<file path="src/rtl/mem_dump_reader.sv">
// mem_dump_reader: streams a RAM address range out over a valid/ready byte port.
// Defining MEM_DUMP_CHECKSUM_EN appends a mod-256 sum byte after the data.
module mem_dump_reader #(
    parameter int ADDR_W = 8,
    parameter int DATA_W = 8,
    parameter int LEN_W  = 9
) (
    input  logic              clk,
    input  logic              rst,
    input  logic              start,
    input  logic [ADDR_W-1:0] start_addr,
    input  logic [LEN_W-1:0]  length,
    output logic              busy,
    output logic              done,
    output logic              mem_rd,
    output logic [ADDR_W-1:0] mem_addr,
    input  logic [DATA_W-1:0] mem_data,
    output logic [DATA_W-1:0] out_data,
    output logic              out_valid,
    input  logic              out_ready
);
`ifdef MEM_DUMP_CHECKSUM_EN
    typedef enum logic [2:0] {IDLE, FETCH, SEND, DONE, CSUM} state_t;
`else
    typedef enum logic [1:0] {IDLE, FETCH, SEND, DONE} state_t;
`endif
    localparam logic [LEN_W-1:0] MAX_LEN = LEN_W'(2 ** ADDR_W);
    state_t            state_q, state_d;
    logic [ADDR_W-1:0] cur_addr_q, cur_addr_d;
    logic [ADDR_W-1:0] mem_addr_q, mem_addr_d;
    logic [LEN_W-1:0]  remaining_q, remaining_d;
    logic [DATA_W-1:0] out_data_q, out_data_d;
`ifdef MEM_DUMP_CHECKSUM_EN
    logic [DATA_W-1:0] sum_q, sum_d;
`endif

    always_comb begin
        state_d     = state_q;
        cur_addr_d  = cur_addr_q;
        mem_addr_d  = mem_addr_q;
        remaining_d = remaining_q;
        out_data_d  = out_data_q;
`ifdef MEM_DUMP_CHECKSUM_EN
        sum_d       = sum_q;
`endif
        case (state_q)
            IDLE: begin
                if (start && length == '0) begin
                    state_d = DONE;
                end else if (start) begin
                    cur_addr_d  = start_addr;
                    remaining_d = (length > MAX_LEN) ? MAX_LEN : length;
                    state_d     = FETCH;
`ifdef MEM_DUMP_CHECKSUM_EN
                    sum_d       = '0;
`endif
                end
            end
            FETCH: begin
                mem_addr_d = cur_addr_q;
                out_data_d = mem_data;
                state_d    = SEND;
            end
            SEND: begin
                if (out_ready) begin
                    remaining_d = remaining_q - LEN_W'(1);
                    cur_addr_d  = cur_addr_q + ADDR_W'(1);
`ifdef MEM_DUMP_CHECKSUM_EN
                    sum_d       = sum_q + out_data_q;
                    out_data_d  = (remaining_q == LEN_W'(1)) ? sum_d : out_data_q;
                    state_d     = (remaining_q == LEN_W'(1)) ? CSUM : FETCH;
`else
                    state_d     = (remaining_q == LEN_W'(1)) ? DONE : FETCH;
`endif
                end
            end
`ifdef MEM_DUMP_CHECKSUM_EN
            CSUM: state_d = out_ready ? DONE : CSUM;
`endif
            DONE: state_d = IDLE;
            default: state_d = IDLE;
        endcase
    end

    always_ff @(posedge clk or posedge rst) begin
        if (rst) begin
            state_q     <= IDLE;
            cur_addr_q  <= '0;
            mem_addr_q  <= '0;
            remaining_q <= '0;
            out_data_q  <= '0;
`ifdef MEM_DUMP_CHECKSUM_EN
            sum_q       <= '0;
`endif
        end else begin
            state_q     <= state_d;
            cur_addr_q  <= cur_addr_d;
            mem_addr_q  <= mem_addr_d;
            remaining_q <= remaining_d;
            out_data_q  <= out_data_d;
`ifdef MEM_DUMP_CHECKSUM_EN
            sum_q       <= sum_d;
`endif
        end
    end

    // the RAM reads combinationally, so the address must be live during FETCH itself
    assign mem_rd   = state_q == FETCH;
    assign mem_addr = mem_rd ? cur_addr_q : mem_addr_q;
    assign busy     = state_q != IDLE;
    assign done     = state_q == DONE;
    assign out_data = out_data_q;
`ifdef MEM_DUMP_CHECKSUM_EN
    assign out_valid = state_q == SEND || state_q == CSUM;
`else
    assign out_valid = state_q == SEND;
`endif
endmodule

</file>
<file path="config.mk">
export PLATFORM = sky130hd
export DESIGN_NAME = mem_dump_reader
export DESIGN_NICKNAME = d
export VERILOG_FILES = /design/src/rtl/mem_dump_reader.sv
export SDC_FILE = /design/constraint.sdc
export NUM_CORES = 1
export LEC_CHECK = 0
export BUFFER_PORTS_ARGS = -buffer_cell sky130_fd_sc_hd__buf_2
export CAP_MARGIN = 25
export CORE_MARGIN = 3
export CORE_UTILIZATION = 39
export CTS_CLUSTER_DIAMETER = 100
export DETAILED_ROUTE_END_ITERATION = 7
export PLACE_DENSITY_LB_ADDON = 0.2
export SKIP_LAST_GASP = 1
export SLEW_MARGIN = 5
export SYNTH_ARGS = -nofsm -noshare
export SYNTH_HDL_FRONTEND = slang
export SYNTH_SLANG_ARGS = --single-unit
export TNS_END_PERCENT = 1
</file>
<file path="constraint.sdc">
create_clock -name clk -period 1.6 [get_ports clk]
set_clock_uncertainty 0.15 [all_clocks]
set_input_delay 0.24 -clock clk [delete_from_list [all_inputs] [get_ports clk]]
set_output_delay 0.24 -clock clk [all_outputs]
set_load 0.01 [all_outputs]
</file>
==> metrics.cfg, run 1 <==
[status]
status = finished with violations
violations = negative setup slack

[finish]
final_core_util = 0.597
drive_above_1_share = 0.484
nets = 306
antenna-diode-count = 0
syn2layout_area_growth_pct = 43.4
finalNonFillerCells = 327

[setup_path]
worstReg2RegStart = state_q[1]$_DFFE_PP0P_
worstPathRequired_ns = 1.21
reg2reg_depth = 7
r2r_end = remaining_q[8]$_DFFE_PP0P_
worstPathArrival_ns = 1.52
cp_max_fo = 5
cp-startpoint = state_q[1]$_DFFE_PP0P_
crit_path_start_kind = register
cp-end-kind = output port
criticalPathCategory = register to output port
r2r_slack_ns = -0.27

[timing]
fmax_mhz = 524
worst_slew_pin_slew_ns = 0.462
grt_setup_unrepaired = yes
fin_setup_tns_ns = -6.80
min_period_ns = 1.91
maxSlewViolCount = 0
hold_slack_ns = 0.0264
setup_slack_ns = -0.309
finalSetupViolCount = 36
finalHoldViolations = 0
relSlewSlack = 0.692
period_share = 1.19

[logic_synthesis]
synth_fp_nets = 209
yosysWarnings = 0
ys_seq_area_frac = 0.470
synth_cell_types = 44
syn-cell-area_um2 = 1860
synth_top_area_share = 0.470
synth_largest_area_cell = dfrtp_1
synthFlopType = dfrtp_1
synth_edf_count = 0
yosys_register_bits = 35
avgSynthCellArea_um2 = 10.5
syn_inst = 177
yosys-top-cells-area = dfrtp_1, mux2_2, o31ai_1
async_flop_share = 1.00

[worst_hold_path]
whs_endpoint = out_data[2]$_DFFE_PP0P_
whs_path_depth = 2
hp-class = input port to register
hp-start = mem_data[2]

[placement]
hpwl_um = 3500
dpl.cell_count = 310
place_congestion = 0.826
port_buffers = 48

[routing]
drc = 0
first_pass_iters = 4
routed_via_density = 5.36
detail_route.wl_per_cell_um = 15.3
initialDrtViolationCount = 90
num_vias = 1753
ant_nets = 0
routed_wl_um = 5010

[floorplanning]
die_h_um = 75.1
rows = 24
ios = 49
core_area_um2 = 4470
initial_core_util = 0.416
die_x_um = 75.1
die-area_um2 = 5640

[global_route]
grt_max_degree = 36
grt_first_pass_wirelength_um = 8110
grt_use_total = 0.195
grt_pass1_vias = 1703
grt.overflow.total = 0
antenna_found_initial = 0

[cts]
cts-root-buf = clkbuf_8
cts.htree.levels = 2
cts-buffers-inserted = 5
cts_tree = done
cts.sinks = 35
clockBufferDepth = 2
clk_latency_ns = 0.29
clk_pin_slew_worst_paths_ns = 0.07

[power]
power.density_nw_per_um2 = 1940
p_leak_nw = 1.27
ir_worst_vdd_uv = 912
power_mw = 5.17

[job]
maxCapViolations = 0

[Yosys cell counts, types with 5 or more instances]
library cell	instances
a21oi_1	11
a31oi_1	7
dfrtp_1	35
mux2_2	17
nand2_1	7
nand3_1	6
nor2_1	6
nor3_1	5
nor4_1	6
o21ai_0	11
o31ai_1	8
[registers in the layout (all words and copies together), names as in the netlist]
register	flops
out_data	8
remaining_q	9
cur_addr_q	8
mem_addr_q	8
state_q	2
[cells in the final DEF, fill, tap and decap left out, types with 3 or more instances in the layout]
cell / Yosys / final
ha_1: 3 / 3
o21ai_0: 11 / 10
mux2_2: 17 / 12
buf_12: 0 / 3
inv_1: 4 / 4
nor4_1: 6 / 6
nand3_1: 6 / 6
buf_2: 4 / 43
nor3_1: 5 / 5
buf_6: 3 / 5
a21oi_1: 11 / 11
nand2_1: 7 / 7
a31oi_1: 7 / 7
a2bb2oi_1: 3 / 3
o22ai_1: 3 / 3
nor2_1: 6 / 6
o31ai_1: 8 / 8
mux2_4: 0 / 5
dfrtp_1: 35 / 35
clkbuf_8: 0 / 5
buf_4: 3 / 49
[metrics by stage]
stage	instance area (µm²)	worst slack, ns
floorplan	1870	-0.123
global route	2670	-0.381
global placement	2460	-0.179
detailed placement	2460	-0.195
finish	2670	-0.309
CTS	2640	-0.315
[worst max-delay path by stage]
stage	end	slack [ns]
after floorplan	mem_addr[0]	-0.12
after global placement	mem_addr[3]	-0.18
after detailed placement	remaining_q[0]$_DFFE_PP0P_	-0.20
after CTS	mem_addr[4]	-0.32
after global routing	mem_addr[2]	-0.38
final	mem_addr[2]	-0.31
[critical path, stage by stage (launching register included)]
cell	delay [ns]
dfrtp_1	0.43
and2b_4	0.34
mux2_4	0.33
buf_6	0.12
[logic make-up (layout without fill, tap and decap cells)]
family / count (synthesis) / in the layout / share of synthesized area
flops: 35 / 35 / 0.470
simple gates: 52 / 53 / 0.161
buf+inv: 18 / 115 / 0.0625
fa+ha+maj: 3 / 3 / 0.0201
compound gates: 50 / 50 / 0.173
mux: 19 / 19 / 0.113
[layout make-up]
| type | instances | area [µm²] |
|---|---|---|
| fill | 392 | 1800 |
| timing repair buffer | 101 | 709 |
| clock inverter | 1 | 5.00 |
| multi-input combinational | 125 | 911 |
| clock buffer | 7 | 76.3 |
| tap | 52 | 65.1 |
| sequential | 35 | 876 |
| inverter | 6 | 28.8 |
[timing repair]
item / 4_1_cts / 5_1_grt
hold endpoints to repair: 35 / 0
hold buffers: 1 / 0
gates cloned: 1 / 0
pin swaps: 0 / 0
gates resized for setup: 13 / 2
endpoints found under the setup margin: 36 / 37
buffers inserted: 4 / 3
[per-layer routing]
metal | share of wire | track usage | vias to the layer above
met5 | 0 | 0 | -
li1 | - | - | 855
met4 | 0.020 | 0.0771 | 0
met2 | 0.47 | 0.290 | 53
met1 | 0.45 | 0.263 | 838
met3 | 0.064 | 0.0601 | 7
[where the power goes]
part | internal [mW] | switching [mW] | total, mW
clock | 0.305 | 0.319 | 0.624
combinational | 1.63 | 1.32 | 2.95
sequential | 1.31 | 0.282 | 1.60
total | 3.25 | 1.92 | 5.17
Note: power is estimated with default switching activity, not from simulation.
==> run 2, diff against run 1 <==
--- a/config.mk
+++ b/config.mk
@@ -11,7 +11,6 @@
 export CORE_UTILIZATION = 39
 export CTS_CLUSTER_DIAMETER = 100
 export DETAILED_ROUTE_END_ITERATION = 7
-export PLACE_DENSITY_LB_ADDON = 0.2
 export SKIP_LAST_GASP = 1
 export SLEW_MARGIN = 5
 export SYNTH_ARGS = -nofsm -noshare
==> metrics.cfg, run 2 (synthesis gave the netlist of run 1 again) <==
[status]
status = finished with violations
violations = negative setup slack

[finish]
final_cell_mix = buf_2, buf_4, dfrtp_1
drive_above_1_share = 0.478  ; -0.00602
syn2layout_area_growth_pct = 40.8
largest_register_ffs = 9  ; unchanged
nFillCells = 398  ; +1.5%
nets = 299  ; -2.3%
top_register = remaining_q
seqCellArea_um2 = 878  ; +0.29%
final_common_cell = buf_2
antenna-diode-count = 0  ; unchanged
multiInputGateArea_um2 = 912  ; +0.14%
final_core_util = 0.586  ; -0.0109

[timing]
finalSetupViolCount = 28  ; -22%
grt_setup_unrepaired = yes
finalHoldViolations = 0  ; unchanged
min_period_ns = 1.91  ; +0.00120 ns
fmax_mhz = 523  ; about the same
fin_setup_tns_ns = -5.41  ; +1.39 ns
hold_slack_ns = 0.0347  ; +0.00828 ns
setup_slack_ns = -0.311  ; -0.00120 ns
worst_slew_pin_slew_ns = 0.439  ; -0.0228 ns
relSlewSlack = 0.707  ; +0.0152
period_share = 1.19  ; about the same
maxSlewViolCount = 0  ; unchanged

[placement]
pre_cts_slack_ns = -0.244  ; -0.0490 ns
hpwl_um = 3550  ; +1.2%
port_buffers = 48  ; unchanged
place_congestion = 0.813  ; -1.5%

[routing]
initialDrtViolationCount = 121  ; +34%
detail_route.wl_per_cell_um = 15.4  ; +0.55%
drc = 0  ; unchanged
ant_nets = 0  ; unchanged
routed_wl_um = 4930  ; -1.6%
num_vias = 1705  ; -2.7%
first_pass_iters = 4  ; unchanged
routed_via_density = 5.33  ; -0.61%

[global_route]
use_met2 = 0.284  ; -0.00580
use_met3 = 0.0507  ; -0.00935
grt_use_total = 0.186  ; -0.00826
grt_max_degree = 36  ; unchanged
grt.overflow.total = 0  ; unchanged
grt_pass1_vias = 1695  ; -0.47%
antenna_found_initial = 0  ; unchanged
grt_first_pass_wirelength_um = 7910  ; -2.5%
use_met1 = 0.254  ; -0.00938
top_usage_layer = met2

[cts]
cts.sinks = 35  ; unchanged
clk_latency_ns = 0.29  ; about the same
cts.htree.levels = 2  ; unchanged
cts_tree = done
clockBufferDepth = 2  ; unchanged
clk_pin_slew_worst_paths_ns = 0.07  ; about the same
cts-root-buf = clkbuf_8
cts-buffers-inserted = 5  ; unchanged

[floorplanning]
initial_core_util = 0.416  ; unchanged
die-area_um2 = 5640  ; unchanged
die_x_um = 75.1  ; unchanged
core_area_um2 = 4470  ; unchanged
rows = 24  ; unchanged
die_h_um = 75.1  ; unchanged
ios = 49  ; unchanged

[job]
maxCapViolations = 0  ; unchanged

[power]
p_leak_nw = 1.23  ; -3.3%
ir_worst_vdd_uv = 1020  ; +12%
power_mw = 5.09  ; -1.6%
power.density_nw_per_um2 = 1940  ; +0.24%

[setup_path]
cp-end-kind = output port
crit_path_start_kind = register
cp_max_fo = 6  ; +1
worstPathArrival_ns = 1.52  ; about the same
criticalPathCategory = register to output port
worstPathRequired_ns = 1.21  ; about the same

[worst_hold_path]
hp-class = input port to register

[run 2: cell count changes in the layout (fill, tap and decap cells not counted)]
cell,delta
nor4b_1,-1
nor3b_2,-1
nor4b_2,+1
dfrtp_1,-2
dfrtp_2,+2
nor3b_1,+1
o21ai_1,-1
buf_4,-7
o21ai_0,+1
[run 2: path summary, 6_finish.rpt]
path                                              start                          to  slack [ns]  cells past startpoint
worst min-delay path                        mem_data[2]     out_data[2]$_DFFE_PP0P_        0.03                      2
worst max register to register   state_q[1]$_DFFE_PP0P_  remaining_q[1]$_DFFE_PP0P_       -0.27                      6
max in group asynchronous                           rst      state_q[1]$_DFFE_PP0P_        0.52                      4
worst min register to register  mem_addr_q[5]$_DFF_PP0_     mem_addr_q[5]$_DFF_PP0_        0.35                      1
min in group asynchronous                           rst   cur_addr_q[3]$_DFFE_PP0P_        0.44                      4
worst max-delay path             state_q[1]$_DFFE_PP0P_                 mem_addr[0]       -0.31                      3
[run 2: report_power, final]
part	internal [mW]	leakage [nW]	switching, mW	total, mW
Sequential	1.32	0.416	0.287	1.61
Combinational	1.56	0.774	1.32	2.88
Clock	0.305	0.0422	0.301	0.606
[run 2: area by class of cell]
cell class / count / area share
Multi-Input combinational cell: 125 / 0.348
Sequential cell: 35 / 0.335
Timing Repair Buffer: 94 / 0.250
Clock buffer: 7 / 0.0291
Tap cell: 52 / 0.0248
Inverter: 6 / 0.0110
Clock inverter: 1 / 0.00191
[run 2: per-layer routing]
| metal | up-vias | share of wire |
|---|---|---|
| met2 | 54 | 0.48 |
| met3 | 7 | 0.054 |
| met4 | 0 | 0.013 |
| met1 | 804 | 0.45 |
| li1 | 840 | - |
| met5 | - | 0 |
[run 2: worst max-delay path, stage by stage (launching register included)]
cell	delay, ns
dfrtp_2	0.44
and2b_4	0.34
mux2_4	0.33
buf_6	0.12
[run 2: metrics by stage]
step	instances	area, µm²
finish	320	2620
global route	320	2620
detailed placement	308	2450
global placement	308	2450
floorplan	177	1870
CTS	320	2610
[run 2: repair_timing]
| item | in CTS | in global routing |
|---|---|---|
| cloned | 1 | 0 |
| pin swaps | 0 | 0 |
| buffers inserted | 2 | 0 |
| resized for setup | 13 | 3 |
| hold buffers | 1 | 0 |
| hold endpoints to repair | 35 | 0 |
| endpoints found under the setup margin | 45 | 30 |
==> run 3, diff against run 2 <==
==> constraint.sdc (replaced) <==
create_clock -name clk -period 1.9 [get_ports clk]
set_clock_uncertainty 0.15 [all_clocks]
set_input_delay 0.285 -clock clk [delete_from_list [all_inputs] [get_ports clk]]
set_output_delay 0.285 -clock clk [all_outputs]
set_load 0.01 [all_outputs]
==> metrics.cfg, run 3 (synthesis gave the netlist of run 1 again) <==
[finish]
fin_area_um2 = 2430  ; -7.4%
antenna-diode-count = 0  ; unchanged
largest_register_ffs = 9  ; unchanged
final_common_cell = buf_2
drive_above_1_share = 0.414  ; -0.0637
nFillCells = 409  ; +2.8%
final_cell_mix = buf_2, dfrtp_1, buf_4
nets = 275  ; -8.0%
top_register = remaining_q
syn2layout_area_growth_pct = 30.4

[routing]
num_vias = 1623  ; -4.8%
detail_route.wl_per_cell_um = 15.3  ; -0.54%
ant_nets = 0  ; unchanged
drc = 0  ; unchanged
initialDrtViolationCount = 122  ; +0.83%
first_pass_iters = 4  ; unchanged
routed_via_density = 5.48  ; +2.9%
routed_wl_um = 4530  ; -8.0%

[worst_hold_path]
hp-class = input port to register
whs_path_depth = 2  ; unchanged

[floorplanning]
rows = 24  ; unchanged
ios = 49  ; unchanged
die_x_um = 75.1  ; unchanged
core_area_um2 = 4470  ; unchanged
die-area_um2 = 5640  ; unchanged
die_h_um = 75.1  ; unchanged
initial_core_util = 0.416  ; unchanged

[placement]
pre_cts_slack_ns = 0.00174  ; +0.246 ns
dpl-instance-area_um2 = 2260  ; -7.8%
place_congestion = 0.788  ; -3.1%
hpwl_um = 3210  ; -9.5%
port_buffers = 48  ; unchanged

[cts]
clockBufferDepth = 2  ; unchanged
cts.htree.levels = 2  ; unchanged
cts-root-buf = clkbuf_8
clk_pin_slew_worst_paths_ns = 0.07  ; about the same
cts.sinks = 35  ; unchanged
clk_latency_ns = 0.28  ; about the same
cts_tree = done
cts-buffers-inserted = 5  ; unchanged

[power]
p_comb_frac = 0.525  ; -0.041
ir_worst_vdd_uv = 793  ; -22%
p_sw_mw = 1.52  ; -20%
p_leak_nw = 1.12  ; -9.1%
power.density_nw_per_um2 = 1640  ; -16%
intPower_mw = 2.46  ; -23%
power_frac_clock = 0.129  ; +0.010
pwr-share-seq = 0.346  ; +0.031
switching_share = 0.382  ; +0.00711

[status]
status = finished with violations
violations = negative setup slack

[setup_path]
criticalPathCategory = register to output port
cp-end-kind = output port
r2r_slack_ns = -0.01  ; +0.26 ns
worstPathRequired_ns = 1.46  ; +0.25 ns
reg2reg_depth = 5  ; -1
cp_max_fo = 7  ; +1
worstPathArrival_ns = 1.54  ; +0.02 ns
crit_path_start_kind = register

[timing]
hold_slack_ns = 0.0823  ; +0.0476 ns
min_period_ns = 1.98
setup_slack_ns = -0.0775  ; +0.233 ns
fmax_mhz = 506
finalSetupViolCount = 9  ; -68%
maxSlewViolCount = 0  ; unchanged
finalHoldViolations = 0  ; unchanged
worst_slew_pin_slew_ns = 0.433  ; -0.00608 ns
relSlewSlack = 0.711  ; +0.00406
period_share = 1.04
grt_setup_unrepaired = yes

[global_route]
grt_pass1_vias = 1547  ; -8.7%
grt_use_total = 0.172  ; -0.0147
use_met2 = 0.252  ; -0.0319
grt.overflow.total = 0  ; unchanged
grt_max_degree = 36  ; unchanged
use_met1 = 0.247  ; -0.00652
antenna_found_initial = 0  ; unchanged
grt_first_pass_wirelength_um = 7280  ; -7.9%
use_met3 = 0.0441  ; -0.00668
top_usage_layer = met2

[job]
maxCapViolations = 0  ; unchanged

run 3: cell types whose count changed in the layout (fill, tap and decap cells not counted), sizes merged:
| cell | previous run | this run |
|---|---|---|
| buf | 93 | 69 |
run 3: what timing repair did:
action | in CTS | in global routing
setup buffers | 1 | 0
hold buffers | 1 | 0
gates resized for setup | 14 | 3
endpoints found under the hold margin | 35 | 0
pin swaps | 0 | 0
gates cloned | 1 | 0
setup endpoints to repair | 9 | 22
run 3: layer usage:
layer	share of wire	routed length (µm)
met3	0.054	244
met1	0.47	2120
met4	0.010	46
met2	0.47	2130
met5	0	0
run 3: worst max-delay path, cell delays in order, from the launching register on:
cell     delay [ns]
dfrtp_2        0.46
and2b_4        0.34
mux2_4         0.33
buf_6          0.12
run 3: final timing paths:
check                                        endpoint               startpoint
min in group asynchronous     mem_addr_q[4]$_DFF_PP0_                      rst
hold reg to reg               mem_addr_q[7]$_DFF_PP0_  mem_addr_q[7]$_DFF_PP0_
setup reg to reg           remaining_q[1]$_DFFE_PP0P_   state_q[1]$_DFFE_PP0P_
max in group asynchronous      state_q[1]$_DFFE_PP0P_                      rst
setup / recovery                          mem_addr[1]   state_q[1]$_DFFE_PP0P_
hold / removal                out_data[6]$_DFFE_PP0P_              mem_data[6]
run 3: power groups by stage:
stage	clock, mW	combinational, mW	sequential [mW]
after floorplan	0	1.24	1.36
after global placement	0	1.87	1.36
after detailed placement	0	1.89	1.37
after CTS	0.531	2.08	1.37
after global routing	0.568	2.32	1.43
final	0.514	2.09	1.38
run 3: through the flow:
step / cells / util / setup TNS, ns / power [mW]
after floorplan: 177 / - / 0 / 2.60
after global placement: 285 / 0.504 / 0 / 3.23
after detailed placement: 285 / 0.504 / 0 / 3.25
after CTS: 296 / 0.540 / -0.600 / 3.97
after global routing: 296 / 0.543 / -1.71 / 4.31
final: 296 / 0.543 / -0.520 / 3.98
run 3: layout make-up:
type                            instances  area, µm²  area share
Multi-Input combinational cell        125        912       0.376
Clock inverter                          1       5.00     0.00206
Sequential cell                        35        877       0.361
Inverter                                6       28.8      0.0118
Tap cell                               52       65.1      0.0268
Timing Repair Buffer                   70        464       0.191
Clock buffer                            7       76.3      0.0314
